$ cat config.mk
export PLATFORM = sky130hd
export DESIGN_NAME = seg_scan_driver
export DESIGN_NICKNAME = d
export VERILOG_FILES = /design/src/rtl/clock_disp_pkg.sv /design/src/rtl/bcd_to_7seg.sv /design/src/rtl/seg_scan_driver.sv
export SDC_FILE = /design/constraint.sdc
export NUM_CORES = 1
export LEC_CHECK = 0
export ABC_AREA = 1
export CAP_MARGIN = 25
export CORE_ASPECT_RATIO = 1.4
export CORE_MARGIN = 2
export CORE_UTILIZATION = 58
export CTS_CLUSTER_DIAMETER = 50
export DETAILED_ROUTE_END_ITERATION = 8
export PLACE_DENSITY = 0.83
export SLEW_MARGIN = 20
export SYNTH_ARGS = -nofsm -noshare
export SYNTH_HDL_FRONTEND = slang
export SYNTH_HIERARCHICAL = 1
export SYNTH_SLANG_ARGS = --single-unit
$ cat constraint.sdc
create_clock -name clk -period 7.51 [get_ports clk]
set_input_delay 0.751 -clock clk [delete_from_list [all_inputs] [get_ports clk]]
set_output_delay 0.751 -clock clk [all_outputs]
set_load 0.05 [all_outputs]
$ cat src/rtl/clock_disp_pkg.sv
// Shared display definitions: segment constants, the BCD segment table
// and the digit index type used by the scan driver.
package clock_disp_pkg;

   localparam logic [6:0] SEG_BLANK = 7'b0000000;
   localparam logic [6:0] SEG_DASH  = 7'b0000001;

   // Segment order a..g, a in bit 6; entry 0 is the rightmost element.
   localparam logic [9:0][6:0] SEG_TABLE = {
      7'b1111011,  // 9
      7'b1111111,  // 8
      7'b1110000,  // 7
      7'b1011111,  // 6
      7'b1011011,  // 5
      7'b0110011,  // 4
      7'b1111001,  // 3
      7'b1101101,  // 2
      7'b0110000,  // 1
      7'b1111110   // 0
   };

   typedef logic [1:0] digit_idx_t;

endpackage

$ cat src/rtl/bcd_to_7seg.sv
// Combinational BCD to seven-segment decoder; non-decimal codes show a dash.
module bcd_to_7seg
   import clock_disp_pkg::*;
(
   input  logic [3:0] bcd_i,
   output logic [6:0] seg_o
);

   always_comb begin
      seg_o = SEG_DASH;
      if (bcd_i <= 4'd9) seg_o = SEG_TABLE[bcd_i];
   end

endmodule

$ cat src/rtl/seg_scan_driver.sv
// Time-multiplexed 4-digit seven-segment scanner with per-frame shadow
// capture, leading-zero suppression and a blanking gap at each slot start.
module seg_scan_driver
   import clock_disp_pkg::*;
#(
   parameter int unsigned SCAN_DIV    = 1000,
   parameter int unsigned BLANK_CYC   = 16,
   parameter bit          LZ_SUPPRESS = 1'b1
) (
   input  logic       clk,
   input  logic       rst_n,
   input  logic       en,
   input  logic [3:0] d0,
   input  logic [3:0] d1,
   input  logic [3:0] d2,
   input  logic [3:0] d3,
   input  logic [3:0] blank_mask,
   input  logic [3:0] dp,
   output logic [1:0] sel,
   output logic [6:0] seg,
   output logic       seg_dp,
   output logic [3:0] an_n,
   output logic       frame_tick
);

   localparam int unsigned CW = $clog2(SCAN_DIV);

   logic [CW-1:0]   cnt_q, cnt_d;
   digit_idx_t      sel_q, sel_d;
   logic [3:0][3:0] dig_q, dig_d;
   logic [3:0]      dp_q, dp_d;
   logic [3:0]      bm_q, bm_d;
   logic [6:0]      seg_q, seg_d;
   logic            seg_dp_q, seg_dp_d;
   logic [3:0]      an_n_q, an_n_d;
   logic            tick_q, tick_d;

   logic [3:0]      lz, blank_v;
   logic            show, lit;
   logic [6:0]      dec_seg;

   // Decoder looks at the next-state digit so every registered output
   // describes the same slot as the registered sel.
   bcd_to_7seg u_dec (
      .bcd_i (dig_d[sel_d]),
      .seg_o (dec_seg)
   );

   always_comb begin
      cnt_d  = cnt_q;
      sel_d  = sel_q;
      dig_d  = dig_q;
      dp_d   = dp_q;
      bm_d   = bm_q;
      tick_d = 1'b0;
      if (en) begin
         if (cnt_q == CW'(SCAN_DIV - 1)) begin
            cnt_d = '0;
            sel_d = sel_q + 2'd1;
            if (sel_q == 2'd3) begin
               dig_d  = {d3, d2, d1, d0};
               dp_d   = dp;
               bm_d   = blank_mask;
               tick_d = 1'b1;
            end
         end else begin
            cnt_d = cnt_q + CW'(1);
         end
      end

      lz[3] = (dig_d[3] == 4'd0);
      lz[2] = lz[3] && (dig_d[2] == 4'd0);
      lz[1] = lz[2] && (dig_d[1] == 4'd0);
      lz[0] = 1'b0;
      blank_v = bm_d | (LZ_SUPPRESS ? lz : 4'b0000);

      show     = en && !blank_v[sel_d];
      lit      = show && (cnt_d >= CW'(BLANK_CYC));
      seg_d    = show ? dec_seg : SEG_BLANK;
      an_n_d   = lit ? ~(4'b0001 << sel_d) : 4'b1111;
      seg_dp_d = lit && dp_d[sel_d];
   end

   always_ff @(posedge clk or negedge rst_n) begin
      if (!rst_n) begin
         cnt_q    <= '0;
         sel_q    <= '0;
         dig_q    <= '0;
         dp_q     <= '0;
         bm_q     <= 4'b1111;
         seg_q    <= SEG_BLANK;
         seg_dp_q <= 1'b0;
         an_n_q   <= 4'b1111;
         tick_q   <= 1'b0;
      end else begin
         cnt_q    <= cnt_d;
         sel_q    <= sel_d;
         dig_q    <= dig_d;
         dp_q     <= dp_d;
         bm_q     <= bm_d;
         seg_q    <= seg_d;
         seg_dp_q <= seg_dp_d;
         an_n_q   <= an_n_d;
         tick_q   <= tick_d;
      end
   end

   assign sel        = sel_q;
   assign seg        = seg_q;
   assign seg_dp     = seg_dp_q;
   assign an_n       = an_n_q;
   assign frame_tick = tick_q;

endmodule
; After elaboration in Yosys (flattened, before gate mapping)
; Memories as Yosys holds them, arrays and structs flattened.
; Index checks and enable logic that the tools add are counted.
[op_classes]
add_sub_neg = 2
order_cmp = 4
eq_ne = 2
shifts = 1
muxes = 26
bitwise = 2
n_reduce_logical = 9
[ops]
columns = op, n
row1 = $mux W16, 3
row2 = $mux W4, 8
row3 = $mux W7, 3
row4 = $mux W10, 2
row5 = $logic_not A4 Y1, 3
row6 = $add A10 B1 Y10 const B, 1
row7 = $eq A10 B10 Y1 const B, 1
row8 = $ge A10 B5 Y1 const B, 1
row9 = $bmux W4 S2, 1
row10 = $logic_and A1 B1 Y1, 5
row11 = $lt A4 B5 Y1 const B, 1
row12 = $mux W1, 5
row13 = $bmux W1 S2, 2
row14 = $le A4 B4 Y1 const B, 1
row15 = $mux W2, 2
row16 = $not A4 Y4, 1
row17 = $or A4 B4 Y4, 1
row18 = $shl A1 B2 Y4 const A, 1
row19 = $lt A2 B3 Y1 const B, 1
row20 = $add A2 B1 Y2 const B, 1
row21 = $eq A2 B2 Y1 const B, 1
row22 = $logic_not A1 Y1, 1
[word_totals]
regBits = 49
romBits = 112
output_inout_bits = 15
word_cells = 59
n_memories = 1
[memory_table]
columns = memory, words, width, rd, rd_clocked_by_memory_dff, wr, line
row1 = (name not given), 16, 7, 1, 0, 0, bcd_to_7seg.sv:11  ; if (bcd_i <= 4'd9) seg_o = SEG_TABLE[bcd_i];

; Longest topological paths before layout
; Gate-level depths: netlist (run 1).
[depth]
depth_word = 14
depth_mapped = 20
ltp_nobuf = 20

; Hierarchy
; Netlist (run 1), hierarchy kept.
[modules_own_cells]
columns = mod, instances, cells_each, area_each_um2, seq_area_each_um2
row1 = seg_scan_driver, 1, 315, 2538.7, 1236.2
row2 = bcd_to_7seg, 1, 42, 215.2, 0.0

; Worst setup path before layout (run 1)
; OpenSTA, ideal clock, no wires.
[synth_timing]
path_type = reg2reg
start = register sel_q[0] (netlist: sel[0])
end = register seg_q[2] (netlist: seg[2])
setup_ps = 117
t_arrival_ps = 2778
required_ps = 7393
slack_ps = 4615
path_stages_with_launch = 19
path_cell_list = dfrtp_1 ha_1 buf_2 buf_2 inv_1 nor2_4 buf_2 nand2_1 nand2_1 nand2_1 o211ai_1 inv_1 ha_1 nor2_1 nor2_1 nor2_2 nor2_1 inv_1 nor2_2
[synth_lines]
columns = item, line
row1 = "start, declared", seg_scan_driver.sv:29  ; digit_idx_t sel_q, sel_d;
row2 = "start signal, assigned", seg_scan_driver.sv:97  ; sel_q <= sel_d;
row3 = "end signal, assigned", seg_scan_driver.sv:101  ; seg_q <= seg_d;
row4 = "end, declared", seg_scan_driver.sv:33  ; logic [6:0] seg_q, seg_d;

; Worst setup path after layout (run 1)
[layout_timing]
start = input port en
end = register seg_q[3] (netlist: seg[3])
[layout_between]
elab_cells_between_ends = 20
classes_between = order compare (1) / mux (10) / bitwise (1) / reduce/logical (7) / memory (1)
[layout_lines]
columns = item, line
row1 = "start, declared", seg_scan_driver.sv:12  ; input logic en,
row2 = $mux W16 / $mux W2 (equally long branches), seg_scan_driver.sv:56  ; if (en) begin
row3 = $bmux W4 S2 *, seg_scan_driver.sv:45  ; .bcd_i (dig_d[sel_d]),
row4 = $mux W4 (implied by the code) *, seg_scan_driver.sv:45
row5 = $mem_v2 Z16 W7, n/a
row6 = $mux W7 (implied by the code), bcd_to_7seg.sv:11
row7 = $mux W7 *, bcd_to_7seg.sv:11
row8 = net dec_seg[3], seg_scan_driver.sv:40  ; logic [6:0] dec_seg;
row9 = $mux W7 *, seg_scan_driver.sv:79  ; seg_d = show ? dec_seg : SEG_BLANK;
row10 = net seg_d[3], seg_scan_driver.sv:33
; Mark *: on every way through the listed nets, which the timed path passes. The rest lies on a longest branch. The select of a mux whose other input is x is not followed.

==> results.txt, run 1 <==
TritonCTS Buffers: 5
vias in the first global route: 2,249
PwrDens: 322.1 nW/um2
HPWL Detailed: 4435 um
H-tree Lvls: 2
final RePlAce weighted congestion: 0.8680
number of routed nets with antenna violations: 0
share of the synthesized area in the top cell type: 0.3726
synth unique cells: 34
CTS root buf: clkbuf_8
core box area: 4536 um2
final count of negative-setup-slack endpoints: 0
worst reg-to-reg path cell count: 16
Net count, final: 433
Hold Path Class: input pin to async pin
Longest Clk Path Bufs: 2
status: finished clean
final global-route overflow total: 0
height of the die: 85.53 um
CP Cell Sequence: clkdlybuf4s50_1, nand3_4, xor2_1, nor2_2, a22oi_1, o211ai_1, inv_1, ha_1, nand2_1, nand2_1, nor2_1, nor2_1, inv_1, nor2_2
Avg Cell Area, Syn: 7.714 um2
critical path class: input pin to register
most frequent cells in the layout: nand2_1 (89), inv_1 (73), dfrtp_1 (41), clkdlybuf4s50_1 (40), nor2_1 (31)
flop and latch count out of synthesis: 49
antenna violations before repair: 0
crit-path max cell delay: 0.83 ns
number of synthesized flops with an enable pin: 0
Vias per Instance: 4.929
post-CTS sizing: 0
r2r endpoint: seg[3]
Finished Layout Cells: 462
design area: 3297 um2
Via Count: 2,277
clock tree sinks: 49
Slew Limit Fails: 0
share of layout cells above drive strength 1: 0.1300
CTS Hold Bufs: 0
CP Capture Type: register
final hold violations: 0
Final min period: 3.598 ns
Post-Place Cells: 454
post-CTS setup buffer count: 0
Crit path required time: 7.70 ns
Initial DRC Count: 113
worst r2r src: cnt_q[0]
most common cell after layout, fill and taps aside: nand2_1
drt first pass iters: 4
largest net degree at the start of global routing: 33
Setup Skew: 0.01172 ns
Post-route DRC: 0
worst slew pin tran: 0.6119 ns
mapped cell area: 2754 um2
Die Footprint: 5323 um2
Seq/Total Area, Yosys: 0.4489
Mapped Cells: 357
Worst path slowest cell: clkdlybuf4s50_1
die width: 62.24 um
row count: 29
reg2reg setup slack: 4.32 ns
Main synth FF type: dfrtp_1
Yosys Warn Count: 6
Crit path arrival time: 3.79 ns
wirelength, routed: 5828 um
wire length of the first global-routing pass: 10,090 um
largest fanout on the critical path: 19
highest clock rate: 277.9 MHz
Area Growth Syn to Fin: 19.72%
Ports: 42
Mapped Nets: 391
critical path launch point type: input pin
Post-synth ARST share: 1.000
# diodes: 0
GRT Resource Usage Total: 0.2403
dominant cell type by area after synthesis: dfrtp_1
dpl cell area: 3217 um2
main area contributors after synthesis: dfrtp_1 (37%), nand2_1 (12%), inv_1 (10%)
Initial Util: 0.6072
leakage power: 1.706 nW
unrepaired setup endpoints after global routing: no
Max VDD drop: 0.2789 mV
max-cap viol count: 0
CTS tree: yes
clk_lat worst skew: 0.30 ns
Final Cycle Share: 0.4791
port buffer count: 41
Clock transition at path regs: 0.08 ns
setup TNS: 0 ns
WL/cell: 12.61 um
relative slew slack: 0.5921
Yosys cell counts (all sizes together), types with 6 or more instances:
cell and number:
nand2 95, dfstp 8, dfrtp 41, nor2 46, nand3 13, nand4 13, inv 77, a21oi 8
buf 7, or2 6, ha 7, o21ai 20
flip-flops by register name, summed over array words and instances (netlist names):
name        flops
an_n            4
sel             2
dp_q            4
cnt_q          10
seg             7
seg_dp          1
bm_q            4
frame_tick      1
dig_q          16
cell families (layout without fill, tap and decap cells):
family,Yosys count,after routing,share of synthesized area
AND/OR/NAND/NOR,174,174,0.2976
buffers and inverters,84,127,0.1195
flip-flops,49,49,0.4489
AO/OA/AOI/OAI,40,40,0.08996
adder cells (fa/ha/maj),7,7,0.03180
XOR/XNOR,3,3,0.01227
stage by stage:
| stage | worst slack (ns) | hold WS (ns) | utilization | power [W] |
|---|---|---|---|---|
| 2_1_floorplan | 4.615 | 0.4435 | - | 0.0007685 |
| 3_3_place_gp | 3.693 | 0.4656 | 0.7048 | 0.0008974 |
| 3_5_place_dp | 3.623 | 0.4672 | 0.7092 | 0.0009132 |
| 4_1_cts | 3.917 | 0.3843 | 0.7269 | 0.001064 |
| 5_1_grt | 3.646 | 0.3994 | 0.7269 | 0.001150 |
| 6_report | 3.912 | 0.3754 | 0.7269 | 0.001062 |
final cells by class:
cell class	count	area (um2)
Clock buffer	8	80.08
Fill cell	376	1239
Inverter	77	289.0
Multi-Input combinational cell	224	1189
Sequential cell	49	1236
Tap cell	62	77.57
Timing Repair Buffer	42	425.4
worst max path at each step:
| stage | from | to | slack [ns] |
|---|---|---|---|
| 3_5_place_dp | en | seg[6] | 3.62 |
| 4_1_cts | en | seg[6] | 3.92 |
| 6_report | en | seg[3] | 3.91 |
| 5_1_grt | en | seg[2] | 3.65 |
| 2_1_floorplan | sel[0] | seg[2] | 4.61 |
| 3_3_place_gp | en | seg[4] | 3.69 |
critical path, delay by kind of cell:
| kind | cells | cell delay [ns] |
|---|---|---|
| xor gates and xnor gates | 1 | 0.26 |
| adders and majority gates | 1 | 0.33 |
| buffers and inverters | 3 | 1.04 |
| and+or+nand+nor | 7 | 1.04 |
| AOI/OAI and AO/OA | 2 | 0.37 |
metal layers:
layer | track usage | vias to the layer above | wire, um
met4 | 0.08283 | 0 | 102
met2 | 0.4397 | 46 | 3045
met5 | 0 | - | 0
met3 | 0.03937 | 7 | 168
met1 | 0.2878 | 1047 | 2512
li1 | - | 1177 | -
report_power, final:
| group | internal, W | switching, W | total (W) |
|---|---|---|---|
| clock | 0.0000663 | 0.0000820 | 0.000148 |
| combinational | 0.000196 | 0.000363 | 0.000559 |
| sequential | 0.000314 | 0.0000404 | 0.000355 |
| total | 0.000577 | 0.000485 | 0.00106 |
Power figures use the tool's default switching activity.
==> inputs of run 2 (changes only) <==
CORE_UTILIZATION = 54   (was 58)
PLACE_DENSITY = 0.78   (was 0.83)
clock period = 3.5 ns   (was 7.51 ns; I/O delays follow)
==> run 2 against run 1 <==
- register-to-register slack worse by 3.9 ns
- count of clock-buffer cells in the layout shrank 1
- power rose by 120%
- cell area increased by 2.1%
- worst hold slack worse by 0.32 ns
- sequential share of layout area fell by 0.77 points
- sequential cell count is the same
- first-iteration DRC count shrank 19%
- sequential power up 110%
- clock skew fell by 0.0052 ns
- global-route usage decreased by 1.9 points
- critical endpoint is now seg[2]
- via count is 2.2% higher
==> results.txt, run 2 (synthesis results as in run 1) <==
status: finished clean
CTS tree: yes
height of the die: 88.50 um (+3.5%)
Max VDD drop: 0.6433 mV (+130%)
GRT Resource Usage Total: 0.2210 (-0.01935)
PnR worst setup slack: 0.3874 ns (-3.525 ns)
port buffer count: 41 (unchanged)
Switching Share: 0.4382 (-0.01892)
unrepaired setup endpoints after global routing: no
Clock transition at path regs: 0.08 ns (about the same)
most common cell after layout, fill and taps aside: nand2_1
worst slew pin tran: 0.6235 ns (+0.01159 ns)
Crit path arrival time: 3.31 ns (-0.48 ns)
Net count, final: 436 (+0.69%)
Slew Limit Fails: 0 (unchanged)
Flop pwr share: 0.320 (-0.014)
critical path launch point type: register
Comb pwr share: 0.505 (-0.021)
final global-route overflow total: 0 (unchanged)
Fin Hold WS: 0.05895 ns (-0.3165 ns)
final RePlAce weighted congestion: 0.9314 (+7.3%)
max-cap viol count: 0 (unchanged)
Crit path required time: 3.69 ns (-4.01 ns)
max reg flops: 16 (unchanged)
drt first pass iters: 4 (unchanged)
critical path class: register to register
Initial DRC Count: 91 (-19%)
core box area: 4880 um2 (+7.6%)
H-tree Lvls: 2 (unchanged)
CTS root buf: clkbuf_8
crit-path max cell delay: 0.40 ns (-0.43 ns)
number of fill cells in the layout: 404 (+7.4%)
setup TNS: 0 ns (unchanged)
number of routed nets with antenna violations: 0 (unchanged)
CP top delay family: simple AND/OR/NAND/NOR gates
cell mode on critical path: nand2_1
wirelength, routed: 5752 um (-1.3%)
CP Cell Sequence: ha_1, nand2_1, nor2_4, nand3_4, inv_2, nand2_1, o21ai_2, nand2_1, inv_1, nand2_1, o211ai_1, inv_1, ha_1, nor2_1, nor2_1, nor2_2, nor2_1, inv_1, nor2_2
wire length of the first global-routing pass: 9839 um (-2.5%)
worst r2r src: cnt_q[0]
Final min period: 3.113 ns
largest fanout on the critical path: 19 (unchanged)
die width: 64.36 um (+3.4%)
final count of negative-setup-slack endpoints: 0 (unchanged)
Via Count: 2,328 (+2.2%)
Longest Clk Path Bufs: 2 (unchanged)
Vias per Instance: 4.985 (+1.1%)
largest net degree at the start of global routing: 27 (-18%)
post-CTS sizing: 0 (unchanged)
total power: 0.002369 W (+120%)
antenna violations before repair: 0 (unchanged)
Worst path slowest cell: dfrtp_1
WL/cell: 12.32 um (-2.4%)
share of layout cells above drive strength 1: 0.1414 (+0.01144)
highest clock rate: 321.3 MHz
internal power: 0.001331 W (+130%)
final hold violations: 0 (unchanged)
CTS Hold Bufs: 0 (unchanged)
Final Cycle Share: 0.8893
TritonCTS Buffers: 5 (unchanged)
dpl ws: 0.4104 ns (-3.213 ns)
Post-Place Cells: 459 (+1.1%)
post-CTS setup buffer count: 0 (unchanged)
PwrDens: 703.8 nW/um2 (+120%)
switching power: 0.001038 W (+110%)
row count: 30 (+3.4%)
Area Growth Syn to Fin: 22.22%
leakage power: 1.743 nW (+2.1%)
vias in the first global route: 2,349 (+4.4%)
Clock power frac: 0.175 (+0.035)
Hold Path Class: input pin to async pin
relative slew slack: 0.5844 (-0.007729)
Ports: 42 (unchanged)
most frequent cells in the layout: nand2_1 (89), inv_1 (73), dfrtp_1 (41), clkdlybuf4s50_1 (40), nor2_1 (31)
Initial Util: 0.5644 (-0.04281)
# diodes: 0 (unchanged)
Worst setup startpoint: cnt_q[0]
clock tree sinks: 49 (unchanged)
Finished Layout Cells: 467 (+1.1%)
Post-route DRC: 0 (unchanged)
CP Capture Type: register
Die Footprint: 5695 um2 (+7.0%)
reg2reg setup slack: 0.39 ns (-3.93 ns)
HPWL Detailed: 4415 um (-0.45%)
Buf/Inv on CP: 4 (+1)
clk_lat worst skew: 0.30 ns (about the same)
Setup Skew: 0.006481 ns (-0.005243 ns)
Reg with most FFs: dig_q
## run 2: changes by cell type in the layout (fill, tap and decap cells not counted), sizes merged
cell and delta:
bufinv +1, clkbuf -1, buf +3
## run 2: power groups by stage
| stage | Clock (W) | Combinational [W] | Sequential, W |
|---|---|---|---|
| 3_3_place_gp | 0 | 0.00116 | 0.000766 |
| 6_report | 0.000414 | 0.00120 | 0.000758 |
| 4_1_cts | 0.000421 | 0.00119 | 0.000759 |
| 3_5_place_dp | 0 | 0.00118 | 0.000770 |
| 5_1_grt | 0.000446 | 0.00134 | 0.000771 |
| 2_1_floorplan | 0 | 0.000710 | 0.000939 |
## run 2: per-stage QoR
stage	utilization	cell area [um2]
floorplan	-	2754
global placement	0.6603	3222
detailed placement	0.6659	3249
CTS	0.6897	3366
global route	0.6897	3366
finish	0.6897	3366
## run 2: final timing paths
path                                   to  depth (start not counted)
worst min register to register    dp_q[1]                          2
worst max register to register     seg[2]                         19
worst min-delay path            dig_q[11]                          1
max in group asynchronous         an_n[0]                          2
min in group clk                  dp_q[1]                          2
worst max-delay path               seg[2]                         19
## run 2: layer usage
| metal | wire length [um] | part of all wire | up-vias | track usage |
|---|---|---|---|---|
| li1 | - | - | 1183 | - |
| met1 | 2461 | 0.43 | 1081 | 0.2500 |
| met4 | 110 | 0.019 | 0 | 0.08897 |
| met5 | 0 | 0 | - | 0 |
| met2 | 3018 | 0.52 | 53 | 0.4195 |
| met3 | 162 | 0.028 | 11 | 0.02799 |
## run 2: cell type report
class | instances | area, um2 | area share
clock buffer | 7 | 86.33 | 0.02565
clock inverter | 1 | 30.03 | 0.008922
inverter | 77 | 289.0 | 0.08587
multi-input combinational | 224 | 1189 | 0.3532
sequential | 49 | 1236 | 0.3673
tap | 64 | 80.08 | 0.02379
timing repair buffer | 45 | 455.4 | 0.1353
## run 2: worst reg2reg max path: stages (launching register included)
cell and delay (ns):
dfrtp_1 0.40, ha_1 0.21, nand2_1 0.11, nor2_4 0.22, nand3_4 0.28, inv_2 0.15
nand2_1 0.07, o21ai_2 0.10, nand2_1 0.11, inv_1 0.19, nand2_1 0.11, o211ai_1 0.17
inv_1 0.15, ha_1 0.25, nor2_1 0.11, nor2_1 0.05, nor2_2 0.15, nor2_1 0.06
inv_1 0.06, nor2_2 0.04
